`src/rtl/mem_arbiter.sv`:
```
// Two-client (I/D) request arbiter in front of the memory wrapper.
// Tracks the issuing client of each accepted request in an in-order tag FIFO and steers responses back.
module mem_arbiter #(
  parameter int unsigned DEPTH = 4,
  parameter int unsigned CNT_W = $clog2(DEPTH + 1)
) (
  input  logic             CLK,
  input  logic             RST_N,
  input  logic             i_req_valid,
  input  logic [67:0]      i_req_data,
  output logic             i_req_ready,
  input  logic             d_req_valid,
  input  logic [67:0]      d_req_data,
  output logic             d_req_ready,
  output logic             i_resp_valid,
  output logic [67:0]      i_resp_data,
  input  logic             i_resp_ready,
  output logic             d_resp_valid,
  output logic [67:0]      d_resp_data,
  input  logic             d_resp_ready,
  output logic [69:0]      mem_arg,
  input  logic [69:0]      mem_out,
  output logic [CNT_W-1:0] outstanding
);

  localparam int unsigned REQ_W = 68;
  localparam int unsigned PTR_W = $clog2(DEPTH);

  logic [DEPTH-1:0] tag_q, tag_d;
  logic [PTR_W-1:0] wr_ptr_q, wr_ptr_d;
  logic [PTR_W-1:0] rd_ptr_q, rd_ptr_d;
  logic [CNT_W-1:0] count_q, count_d;
  logic             last_d_q, last_d_d;

  logic             full;
  logic             empty;
  logic             any_req;
  logic             grant_d;
  logic             put_en;
  logic             get_en;
  logic             head_d;
  logic             acc;
  logic             pop;
  logic             put_ready;
  logic             get_ready;
  logic [REQ_W-1:0] get_response;
  logic [REQ_W-1:0] put_req;

  assign get_ready    = mem_out[69];
  assign put_ready    = mem_out[68];
  assign get_response = mem_out[REQ_W-1:0];

  // Arbitration, put/get handshakes and head-of-FIFO lookup
  always_comb begin
    full    = (count_q == CNT_W'(DEPTH));
    empty   = (count_q == '0);
    any_req = i_req_valid | d_req_valid;
    grant_d = d_req_valid & (~i_req_valid | ~last_d_q);
    put_en  = any_req & ~full;
    put_req = grant_d ? d_req_data : i_req_data;
    head_d  = tag_q[rd_ptr_q];
    get_en  = ~empty & (head_d ? d_resp_ready : i_resp_ready);
    acc     = put_en & put_ready;
    pop     = get_en & get_ready;
  end

  // Outputs are forced low while reset is asserted
  always_comb begin
    mem_arg      = RST_N ? {get_en, put_en, put_req} : '0;
    i_req_ready  = RST_N & acc & ~grant_d;
    d_req_ready  = RST_N & acc & grant_d;
    i_resp_valid = RST_N & pop & ~head_d;
    d_resp_valid = RST_N & pop & head_d;
    i_resp_data  = RST_N ? get_response : '0;
    d_resp_data  = RST_N ? get_response : '0;
    outstanding  = count_q;
  end

  // Tag FIFO, pointer and occupancy next-state
  always_comb begin
    tag_d    = tag_q;
    wr_ptr_d = wr_ptr_q;
    rd_ptr_d = rd_ptr_q;
    last_d_d = last_d_q;
    count_d  = count_q;
    if (acc) begin
      tag_d[wr_ptr_q] = grant_d;
      wr_ptr_d        = wr_ptr_q + PTR_W'(1);
      last_d_d        = grant_d;
    end
    if (pop) begin
      rd_ptr_d = rd_ptr_q + PTR_W'(1);
    end
    if (acc && !pop) begin
      count_d = count_q + CNT_W'(1);
    end else if (pop && !acc) begin
      count_d = count_q - CNT_W'(1);
    end
  end

  // last_d resets high so I wins the first tie
  always_ff @(posedge CLK or negedge RST_N) begin
    if (!RST_N) begin
      tag_q    <= '0;
      wr_ptr_q <= '0;
      rd_ptr_q <= '0;
      count_q  <= '0;
      last_d_q <= 1'b1;
    end else begin
      tag_q    <= tag_d;
      wr_ptr_q <= wr_ptr_d;
      rd_ptr_q <= rd_ptr_d;
      count_q  <= count_d;
      last_d_q <= last_d_d;
    end
  end

endmodule

```
`config.mk`:
```
export PLATFORM = sky130hd
export DESIGN_NAME = mem_arbiter
export DESIGN_NICKNAME = d
export VERILOG_FILES = /design/src/rtl/mem_arbiter.sv
export SDC_FILE = /design/constraint.sdc
export NUM_CORES = 1
export LEC_CHECK = 0
export CAP_MARGIN = 20
export CORE_AREA = 2 2 165 167
export DETAILED_ROUTE_END_ITERATION = 6
export DIE_AREA = 0 0 167 169
export DONT_BUFFER_PORTS = 1
export GPL_TIMING_DRIVEN = 0
export REMOVE_ABC_BUFFERS = 1
export SYNTH_ARGS = -nofsm -noshare
export SYNTH_HDL_FRONTEND = slang
export SYNTH_SLANG_ARGS = --single-unit
```
`constraint.sdc`:
```
create_clock -name CLK -period 3.3 [get_ports CLK]
set_clock_uncertainty 0.15 [all_clocks]
set_input_delay 0.66 -clock CLK [delete_from_list [all_inputs] [get_ports CLK]]
set_output_delay 0.66 -clock CLK [all_outputs]
set_load 0.03 [all_outputs]
```
Word-level counts from Yosys, hierarchy flattened
Index checks and enable logic that the tools add are counted.
{ "totals": {"output_inout_bits": 213, "wordCells": 50, "ff_bits": 12} }
{ "op_classes": {"n_eq_ne": 1, "reduce_logical": 7, "n_addsub": 4, "n_mux": 11, "bitwise": 19, "n_lt_le_gt_ge": 3} }
{ "ops": {"columns": ["cell", "n"], "rows": [
  ["$mux W68", 2],
  ["$mux W70", 1],
  ["$and A1 B1 Y1", 11],
  ["$lt A2 B3 Y1 const B", 2],
  ["$mux W3", 2],
  ["$not A1 Y1", 6],
  ["$add A2 B1 Y2 const B", 2],
  ["$bwmux W4", 1],
  ["$add A3 B1 Y3 const B", 1],
  ["$eq A3 B3 Y1 const B", 1],
  ["$logic_and A1 B1 Y1", 3],
  ["$logic_not A3 Y1", 1],
  ["$mux W1", 3],
  ["$sub A3 B1 Y3 const B", 1],
  ["$bmux W1 S2", 1],
  ["$demux W1 S2", 1],
  ["$ge A2 B1 Y1 const B", 1],
  ["$logic_not A1 Y1", 2],
  ["$or A1 B1 Y1", 2],
  ["$reduce_bool A2 Y1", 1]
]} }

Logic depth before layout (Yosys ltp)
{ "logic_depth": {"word_depth": 8, "depth_mapped": 9, "mapped_depth_nobuf": 9} }

Worst setup path before layout
No wires, ideal clock.
{ "synth_path": {"path_type": "input-to-output", "startpoint": "input i_req_valid", "endpoint": "output mem_arg[19]", "n_path_buf": 2, "arrival_ns": 2.147, "setup_slack_ns": 0.343, "stages": 6, "required_time_ns": 2.490, "cell_sequence": "nand2_1 -> and2_1 -> clkbuf_1 -> clkbuf_1 -> nand2_1 -> a21boi_0"} }
{ "synth_between": {"elab_chain_len": 5} }
{ "synth_lines": {"columns": ["element", "line", "rtl"], "rows": [
  ["start: declaration", "9", "input logic i_req_valid,"],
  ["$not A1 Y1", "58", "grant_d = d_req_valid & (~i_req_valid | ~last_d_q);"],
  ["$or A1 B1 Y1", "58", null],
  ["$and A1 B1 Y1", "58", null],
  ["$mux W68", "60", "put_req = grant_d ? d_req_data : i_req_data;"],
  ["$mux W70", "69", "mem_arg = RST_N ? {get_en, put_en, put_req} : '0;"],
  ["end: declaration", "21", "output logic [69:0] mem_arg,"]
]} }
Every way passes these cells.

Worst setup path in the final report
{ "layout_path": {"startpoint": "register last_d_q", "endpoint": "output mem_arg[12]"} }
{ "layout_between": {"elab_chain_len": 5} }
{ "layout_lines": {"columns": ["element", "line", "rtl"], "rows": [
  ["start: declaration", "33", "logic last_d_q, last_d_d;"],
  ["start signal: assignment", "114", "last_d_q <= last_d_d;"],
  ["$not A1 Y1", "58", null],
  ["$or A1 B1 Y1", "58", null],
  ["$and A1 B1 Y1", "58", null],
  ["$mux W68", "60", null],
  ["$mux W70", "69", null]
]} }
Every way passes these cells.

==> flow_metrics.tcl <==
set metrics [dict create \
    postSynthCellCount 431 \
    seq_power_share_pct 22.1 \
    stdcell_count 687 \
    routed_via_density 3.706 \
    syn_to_final_growth_pct -1.181 \
    fin_crit_sh_pct 97.28 \
    worst_slack_ns 0.08961 \
    synth_edf_count 0 \
    nNetsFinal 562 \
    clkSlewWorstSetupHoldPaths_ns 0.04 \
    seq_area_frac_synth_pct 10.94 \
    ys_top_cells_by_count "144 x nand2_1, 69 x and2_1, 68 x a21boi_0, 68 x buf_4, 22 x clkbuf_1" \
    cts-buffers-inserted 3 \
    final_area_um2 2723 \
    rsz0062_at_grt "false" \
    seq_area_um2 301.5 \
    grt_pass1_vias 2096 \
    grt_pass1_wl_um 13280 \
    synth_seq_cells 12 \
    die_x_um 167 \
    p_sw_share_pct 58.44 \
    p_leak_nw 1.052 \
    max_cap_violations 0 \
    drt_iter0_drc 116 \
    required_ns 2.49 \
    crit_type "register to output pin" \
    startpoint_type "register" \
    worst_setup_path_end_kind "output pin" \
    start_util_pct 10.40 \
    internal_power_w 0.0006499 \
    clockBufferDepth 2 \
    antenna_found_initial 7 \
    multi_input_area_um2 1824 \
    power_frac_comb_pct 63.1 \
    firstDrtPassIters 4 \
    worst-slew-pin-transition_ns 1.137 \
    dpl-instance-area_um2 2623 \
    core_area_um2 26500 \
    via_count 2546 \
    drc 0 \
    clock.fmax_ghz 0.3115 \
    drv_slew 0 \
    hpwl_um 9058 \
    yosysMostFrequentCell "nand2_1" \
    dp_slack_ns -0.004645 \
    ios 425 \
    hold_path_class "primary input to async pin" \
    relSlewSlack_pct 23.51 \
    placed_cells 679 \
    drt-wirelength-per-cell_um 15.78 \
    routed_wl_um 10840 \
    status "finished, final reports clean" \
    die-area_um2 28220 \
    globalplace.congestion 0.7667 \
    io_buffer_count 0 \
    clkPwrFrac_pct 14.8 \
    synth_area_leaders "nand2_1 20%, a21boi_0 19%, buf_4 19%" \
    finalSetupTns_ns 0 \
    synth.avg_cell_area_um2 6.392 \
    clk-insertion-delay-late_ns 0.24 \
    final_core_util_pct 10.27 \
    critPathMaxFanout 28 \
    worstPathArrival_ns 2.40 \
    cts.sinks 12 \
    drtAntennaViolNets 0 \
    fillers 3069 \
    cts_tree "built" \
    synth_cell_types 27 \
    grt-ovfl-total 0 \
    p_per_area_nw_per_um2 574.4 \
    ys_warn_count 0 \
    yosys.area.top_type "nand2_1" \
    synth_async_sr_flop_share_pct 100.0 \
    syn_area_um2 2755 \
    fp.dieH_um 169 \
    setup_viol 0 \
    switchingPower_w 0.0009140 \
    ys.flop_type "dfrtp_1" \
    netlist.area_leader.share_pct 19.62 \
    track_usage_pct 6.394 \
    rows 60 \
    grt_max_degree 144 \
    drive_gt1_share_pct 6.122 \
    finalCriticalPeriod_ns 3.210 \
    cts_root_buf "clkbuf_16" \
    cts_max_level 1 \
    hold_violations 0 \
    vdd_ir_drop_max_mv 0.4953 \
]
state kept, by name, indices dropped and copies added, names as in the netlist:
signal and cells:
rd_ptr_q 2, last_d_q 1, outstanding 3, wr_ptr_q 2, tag_q 4
layer usage:
metal / track usage, % / wire (um) / vias to the layer above
li1: - / - / 1117
met1: 7.787 / 4250 / 1160
met2: 10.02 / 4888 / 235
met3: 2.525 / 1301 / 26
met4: 2.699 / 344 / 8
met5: 0 / 53 / -
stage by stage:
stage | power (W) | hold WS [ns]
floorplan | 0.001150 | 0.2144
global placement | 0.001295 | 0.2164
detailed placement | 0.001319 | 0.2167
CTS | 0.001570 | 0.1089
global route | 0.001664 | 0.1055
finish | 0.001564 | 0.1121
timing repair:
item	in CTS	in global routing
resized for setup	31	18
hold buffers	1	0
hold endpoints to repair	11	0
buffers inserted	0	0
endpoints found under the setup margin	31	18
pin swaps	0	0
critical path, cell delays in order, from the launching register on:
cell,delay [ns]
dfstp_2,0.52
nand2_1,0.07
nand2_2,0.49
nand2_1,0.17
a21boi_0,0.89
layout make-up:
| class | instances | area share (%) |
|---|---|---|
| Multi-Input combinational cell | 318 | 67.00 |
| Timing Repair Buffer | 6 | 2.665 |
| Sequential cell | 12 | 11.08 |
| Antenna cell | 3 | 0.2757 |
| Tap cell | 341 | 15.67 |
| Clock buffer | 4 | 2.895 |
| Inverter | 3 | 0.4136 |
power by group through the flow:
stage	clock [W]	sequential (W)	combinational [W]
finish	0.000231	0.000346	0.000988
CTS	0.000235	0.000346	0.000989
global placement	0	0.000345	0.000950
detailed placement	0	0.000347	0.000972
floorplan	0	0.000325	0.000825
global route	0.000242	0.000362	0.00106
cell usage in the layout (no fill, tap or decap):
| cell type | Yosys | final |
|---|---|---|
| and4_1 | 1 | 1 |
| xnor2_1 | 3 | 3 |
| a21boi_1 | 0 | 48 |
| a21oi_2 | 1 | 1 |
| and2_1 | 69 | 68 |
| dfrtp_1 | 11 | 11 |
| mux4_2 | 1 | 1 |
| dfstp_2 | 1 | 1 |
| xor2_1 | 3 | 3 |
| o31ai_1 | 1 | 1 |
| o21ai_0 | 3 | 3 |
| mux2i_1 | 1 | 1 |
| a21boi_2 | 0 | 1 |
| a21boi_0 | 68 | 19 |
| nand2b_2 | 1 | 1 |
| nand2_2 | 0 | 1 |
| o31a_1 | 1 | 1 |
| buf_12 | 0 | 2 |
| diode_2 | 0 | 3 |
| dlygate4sd3_1 | 0 | 1 |
| mux2_2 | 6 | 6 |
| clkbuf_16 | 0 | 3 |
| nand3_1 | 1 | 1 |
| nand2_1 | 144 | 143 |
| and2_2 | 0 | 1 |
| and3_1 | 2 | 2 |
| a21oi_1 | 1 | 1 |
| buf_4 | 68 | 3 |
| clkbuf_1 | 22 | 1 |
| nor2_1 | 5 | 5 |
| ha_1 | 5 | 5 |
| inv_1 | 3 | 3 |
| fa_1 | 1 | 1 |
path summary, 6_finish.rpt:
| path | slack, ns | end | cells after the start | start |
|---|---|---|---|---|
| min in group CLK | 0.33 | rd_ptr_q[1] | 1 | rd_ptr_q[1] |
| worst min register to register | 0.33 | rd_ptr_q[1] | 1 | rd_ptr_q[1] |
| worst max register to register | 0.63 | outstanding[2] | 9 | rd_ptr_q[0] |
| max in group asynchronous | 1.99 | tag_q[3] | 1 | RST_N |
| worst min-delay path | 0.11 | last_d_q | 0 | RST_N |
| worst max-delay path | 0.09 | mem_arg[12] | 4 | last_d_q |
kinds of logic (layout without fill, tap and decap cells):
family                     Yosys count  after routing  share of synthesized area [%]
and+or+nand+nor                    223            223                          37.24
buffers and inverters              101             13                          23.12
AOI/OAI and AO/OA                   75             75                          20.16
DFF                                 12             12                          10.94
muxes                                8              8                          3.633
adders and majority gates            6              6                          2.997
xor gates and xnor gates             6              6                          1.908
other                                0              3                              0
Note: power is estimated with default switching activity, not from simulation.
